**config.mk**
```make
export PLATFORM = sky130hd
export DESIGN_NAME = seq_serializer_flat
export DESIGN_NICKNAME = d
export VERILOG_FILES = /design/src/rtl/seq_serializer_if.sv /design/src/rtl/seq_serializer.sv /design/src/flat_wrapper.sv
export SDC_FILE = /design/constraint.sdc
export NUM_CORES = 1
export LEC_CHECK = 0
export CORE_MARGIN = 2
export CORE_UTILIZATION = 50
export CTS_CLUSTER_SIZE = 20
export DETAILED_ROUTE_END_ITERATION = 16
export GPL_ROUTABILITY_DRIVEN = 0
export GPL_TIMING_DRIVEN = 0
export PLACE_DENSITY = 0.89
export SYNTH_ARGS = -nofsm -noshare
export SYNTH_HDL_FRONTEND = slang
export SYNTH_SLANG_ARGS = --single-unit
```
**constraint.sdc**
```tcl
create_clock -name clk -period 3.1 [get_ports clk]
set_input_delay 0.93 -clock clk [delete_from_list [all_inputs] [get_ports clk]]
set_output_delay 0.93 -clock clk [all_outputs]
set_load 0.005 [all_outputs]
```
**src/rtl/seq_serializer_if.sv**
```systemverilog
// Upstream word handshake for the parallel-to-serial stage.
interface seq_serializer_if #(
    parameter int WIDTH = 8
);
    logic             in_valid;
    logic             in_ready;
    logic [WIDTH-1:0] in_data;

    modport master (output in_valid, output in_data, input in_ready);
    modport slave  (input in_valid, input in_data, output in_ready);
endinterface

```
**src/rtl/seq_serializer.sv**
```systemverilog
// Parallel-to-serial stage: accepts WIDTH-bit words over valid/ready and
// emits one registered bit per clock, gapless across back-to-back words.
module seq_serializer #(
    parameter int WIDTH     = 8,
    parameter bit MSB_FIRST = 1'b1,
    parameter bit IDLE_BIT  = 1'b0
) (
    input  logic            clk,
    input  logic            rst_n,
    seq_serializer_if.slave in_if,
    output logic            dout,
    output logic            dout_valid,
    output logic            busy
);
    localparam int CW = (WIDTH > 1) ? $clog2(WIDTH) : 1;
    localparam logic [CW-1:0] LAST = CW'(WIDTH - 1);

    typedef enum logic {IDLE, SHIFT} state_t;

    state_t           state, state_nxt;
    logic [CW-1:0]    cnt;
    logic [WIDTH-1:0] sreg;
    logic             last;
    logic             rdy;
    logic             load;

    assign last        = (cnt == LAST);
    assign busy        = (state == SHIFT);
    // ready is suppressed while reset is held so no word is accepted then
    assign in_if.in_ready = rst_n & rdy;

    // State register
    always_ff @(posedge clk or negedge rst_n) begin
        if (!rst_n) state <= IDLE;
        else        state <= state_nxt;
    end

    // Next-state, ready and load decision
    always_comb begin
        state_nxt = state;
        rdy       = 1'b0;
        load      = 1'b0;
        case (state)
            IDLE: begin
                rdy = 1'b1;
                if (in_if.in_valid) begin
                    load      = 1'b1;
                    state_nxt = SHIFT;
                end
            end
            SHIFT: begin
                if (last) begin
                    rdy = 1'b1;
                    if (in_if.in_valid) load      = 1'b1;
                    else                state_nxt = IDLE;
                end
            end
            default: state_nxt = IDLE;
        endcase
    end

    // Shift datapath: first bit goes straight to dout on load, the rest
    // of the word waits in sreg and is shifted out one bit per cycle
    always_ff @(posedge clk or negedge rst_n) begin
        if (!rst_n) begin
            cnt        <= '0;
            sreg       <= '0;
            dout       <= IDLE_BIT;
            dout_valid <= 1'b0;
        end else if (load) begin
            cnt        <= '0;
            dout_valid <= 1'b1;
            if (MSB_FIRST) begin
                dout <= in_if.in_data[WIDTH-1];
                sreg <= {in_if.in_data[WIDTH-2:0], 1'b0};
            end else begin
                dout <= in_if.in_data[0];
                sreg <= {1'b0, in_if.in_data[WIDTH-1:1]};
            end
        end else if (state == SHIFT && !last) begin
            cnt <= cnt + CW'(1);
            if (MSB_FIRST) begin
                dout <= sreg[WIDTH-1];
                sreg <= {sreg[WIDTH-2:0], 1'b0};
            end else begin
                dout <= sreg[0];
                sreg <= {1'b0, sreg[WIDTH-1:1]};
            end
        end else if (state == SHIFT) begin
            cnt        <= '0;
            dout       <= IDLE_BIT;
            dout_valid <= 1'b0;
        end
    end
endmodule

```
**src/flat_wrapper.sv**
```systemverilog
// flat-port wrapper written by rule: the top's interface ports become plain ports
module seq_serializer_flat 
#(
    parameter int WIDTH     = 8,
    parameter bit MSB_FIRST = 1'b1,
    parameter bit IDLE_BIT  = 1'b0
)
  (clk, rst_n, dout, dout_valid, busy, in_if_in_valid, in_if_in_data, in_if_in_ready);
  seq_serializer_if #(.WIDTH(WIDTH)) in_if_i ();
  input  logic clk;
  input  logic rst_n;
  output logic dout;
  output logic dout_valid;
  output logic busy;
  input wire logic [$bits(in_if_i.in_valid)-1:0] in_if_in_valid;
  input wire logic [$bits(in_if_i.in_data)-1:0] in_if_in_data;
  output wire logic [$bits(in_if_i.in_ready)-1:0] in_if_in_ready;
  assign in_if_i.in_valid = in_if_in_valid;
  assign in_if_i.in_data = in_if_in_data;
  assign in_if_in_ready = in_if_i.in_ready;
  seq_serializer #(.WIDTH(WIDTH), .MSB_FIRST(MSB_FIRST), .IDLE_BIT(IDLE_BIT)) u_core (.clk(clk), .rst_n(rst_n), .in_if(in_if_i), .dout(dout), .dout_valid(dout_valid), .busy(busy));
endmodule
```
# == Word-level counts from Yosys, hierarchy flattened ==
# Cells that the tools add are included.
# op_classes
add_sub_neg,1
n_eq_ne,2
muxes,17
n_bitwise,2
reduce_logical,6
# op_table
op,n
$mux 8,2
$mux 1,9
$mux 3,3
$pmux 1 s2,3
$reduce_bool 2->1,2
$add 3x1->3 const B,1
$eq 3x3->1 const B,1
$reduce_bool 3->1,1
$ne 2x1->1 const B,1
$reduce_and 2->1,1
$and 1x1->1,1
$logic_and 1x1->1,1
$logic_not 1->1,1
$not 1->1,1
# totals
reg_bits,14
out_inout_bits,4

# == Depth between registers and ports, before layout ==
# Gate-level depths: netlist of run 1.
# logic_depth
depth_word,5
depth_mapped,5

# == Least setup slack after synthesis of run 1 ==
# OpenSTA, ideal clock, no wires.
# synth_path
path_kind,register -> output
startpoint,register u_core.cnt[0]
endpoint,output in_if_in_ready
arrival_ps,1219
t_required_ps,2170
slack_ps,951
path_stages_with_launch,6
path_cell_list,dfrtp_1 ha_1 ha_1 nand2b_1 buf_6 and2_1
# synth_via
elab_chain_len,4
# synth_lines
item,line_no,text
start: declaration,seq_serializer.sv:21,logic [CW-1:0] cnt;
start signal: assignment,seq_serializer.sv:81,cnt <= cnt + CW'(1);
$eq 3x3->1,seq_serializer.sv:27,assign last = (cnt == LAST);
$mux 1,seq_serializer.sv:52,if (last) begin
$pmux 1 s2,seq_serializer.sv:43,case (state)
$and 1x1->1,seq_serializer.sv:30,assign in_if.in_ready = rst_n & rdy;
end: declaration,flat_wrapper.sv:17,output wire logic [$bits(in_if_i.in_ready)-1:0] in_if_in_ready;
# Every way passes these cells.

# == Final worst setup path of run 1 ==
# Same ends and word-level chain as after synthesis.

==> metrics.yaml, run 1 <==
timing.max_cap.violations: 0
status: "complete, no violations"
period_share_pct: 95.3
grt_start_max_net_pins: 15
area_growth_syn_to_layout_pct: 28.4
ir_worst_vdd_mv: 0.401
rsz0062_at_grt: "no"
wl_per_cell_um: 13.4
maxSlewViolCount: 0
drt-initial-drc-count: 4
grt_pass1_vias: 342
n_antenna_cell: 0
cts_tree: "done"
p_sw_uw: 186
use_met2_pct: 22.2
synth_warnings: 0
finalClockSkew_ps: 7.84
drive_gt1_share_pct: 31.7
cp.required_ps: 2170
start_util_pct: 52.1
multiInputGateArea_um2: 309
die_area_um2: 1630
num_rows: 13
syn_area_um2: 661
clk_latency_ps: 270
clock_sinks: 13
worst_path_most_repeated_cell: "ha_1"
worst-setup-path-type: "reg2out"
use_met3_pct: 5.00
seqCellArea_um2: 325
postCtsSetupBuffers: 0
clkTransAtPathRegs_ps: 80
dpl_cell_area_um2: 820
root_buffer: "clkbuf_4"
startpoint: "u_core.cnt[0]"
power_density_nw_per_um2: 775
p_int_uw: 471
busiest_layer: "met2"
layout_common_cells: "clkdlybuf4s50_1 (13), dfrtp_1 (13), mux2_4 (8)"
drc: 0
reg2reg_from: "u_core.cnt[0]"
wl_mm: 1.05
power_leakage_nw: 0.395
power_frac_comb_pct: 43.3
end_kind: "output pin"
synth_cell_type_count: 20
vias_per_cell: 5.26
min_from: "u_core.sreg[1]"
min_period_ps: 2950
drt_first_pass_iters: 3
port_buffers: 14
slowest_stage: "clkdlybuf4s50_1"
detail-route-antenna-nets: 0
path_cells: "ha_1 > ha_1 > nand2b_1 > buf_6 > and2_1 > clkdlybuf4s50_1"
ys_ff_latch: 13
r2r_slack_ps: 1480
dp.cells: 74
htreeDepth: 1
cpLargestDelayFamily: "buffers and inverters"
worstMarginPinSlew_ps: 338
grtUsageMet1_pct: 21.0
core_um2: 1270
grt_overflow_total: 0
cp.buffers_inverters: 2
total_power_uw: 657
dr_total_vias: 410
arrival_ps: 2020
cpPeakStageDelay_ps: 440
netSwitchingFraction_pct: 28.4
clk_path_buf_depth: 2
fin_area_um2: 848
boundaryPins: 15
grt_pass1_wl_mm: 1.57
syn_avg_cell_area_um2: 14.7
final_cell_count_no_fill: 78
netlist_instances: 45
antenna_found_initial: 0
die_h_um: 40.4
start_kind: "flop"
cts_buffers: 3
ys_seq_area_share_pct: 49.2
pwr-share-clk_pct: 15.4
slew_headroom_pct: 77.5
grtUsageTotal_pct: 15.9
dieWidth_um: 40.4
hold_violations: 0
setup_violations: 0
nets: 77
hold_path_class: "reg2reg"
synthesis.nets: 58
num-fill-cells: 105
cp_max_fo: 10
timing.fmax_ghz: 0.339
p_seq_share_pct: 41.3
## cell families (layout without fill, tap and decap cells)
logic type	count (synthesis)	count (layout)	synth area share [%]
flip-flops	13	13	49.2
AND/OR/NAND/NOR	8	8	7.77
adder cells (fa/ha/maj)	2	2	3.79
buffers and inverters	3	21	3.98
AO/OA/AOI/OAI	5	5	7.01
multiplexers	14	14	28.2
## synthesized netlist by cell type (all sizes together)
cell type | number | area, µm²
dfrtp | 13 | 325
mux2 | 13 | 176
buf | 2 | 22.5
ha | 2 | 25.0
nand2b | 2 | 15.0
nor2 | 2 | 7.51
a21boi | 1 | 7.51
a22o | 1 | 8.76
a311o | 1 | 10.0
a32o | 1 | 10.0
and2 | 1 | 6.26
and3b | 1 | 8.76
inv | 1 | 3.75
mux2i | 1 | 10.0
nor2b | 1 | 6.26
nor3b | 1 | 7.51
o22a | 1 | 10.0
## worst register-to-register path, stage by stage (launching register included)
cell      delay (ps)
dfrtp_1          390
ha_1             200
ha_1             230
nand2b_1         170
buf_6            160
a311o_1          350
## timing repair
item,in CTS,in global routing
gates resized for setup,3,0
hold buffers,0,0
setup endpoints to repair,1,0
## through the flow
stage | utilization (%) | TNS [ps] | hold slack (ps) | setup slack, ps
2_1_floorplan | - | 0 | 457 | 951
3_3_place_gp | 64.6 | -336 | 478 | -336
3_5_place_dp | 64.6 | -381 | 483 | -381
4_1_cts | 66.9 | 0 | 503 | 125
5_1_grt | 66.9 | 0 | 521 | 34.1
6_report | 66.9 | 0 | 496 | 147
## per-layer routing
layer  vias to the layer above  wire (µm)
met5                         -          0
met4                         0         19
met3                         2         61
met2                        13        487
met1                       195        480
li1                        200          -
## registers in the layout, indices dropped and copies added, names as in the netlist
signal and flops:
u_core.busy 1, u_core.dout 1, u_core.sreg 7, u_core.dout_valid 1, u_core.cnt 3
## worst paths after layout
kind                            cells after the start             end
worst max-delay path                                6  in_if_in_ready
worst min-delay path                                1  u_core.sreg[2]
worst max register to register                      5     u_core.dout
worst min register to register                      1  u_core.sreg[2]
max in group asynchronous                           1  u_core.sreg[5]
min in group asynchronous                           1   u_core.cnt[2]
## power by group through the flow
stage	Sequential [mW]	Combinational [mW]	Clock, mW
final	0.271	0.285	0.101
after global routing	0.281	0.307	0.114
after CTS	0.272	0.288	0.105
after detailed placement	0.275	0.287	0
after global placement	0.272	0.276	0
after floorplan	0.268	0.210	0
## layout make-up
type / instances / area share, %
plain buffers: 2 / 2.65
clock buffers: 3 / 2.65
clock inverters: 1 / 0.590
inverters: 1 / 0.442
multi-input cells: 29 / 36.4
flip-flops and latches: 13 / 38.3
well taps: 15 / 2.21
repair buffers: 14 / 16.7
No activity file was read; power rests on OpenSTA's default activity.
==> inputs of run 2 (changes only) <==
ABC_CLOCK_PERIOD_IN_PS = 3100   (was not set)
==> results of run 2 <==
Final layout, timing and power as in run 1 (identical DEF).
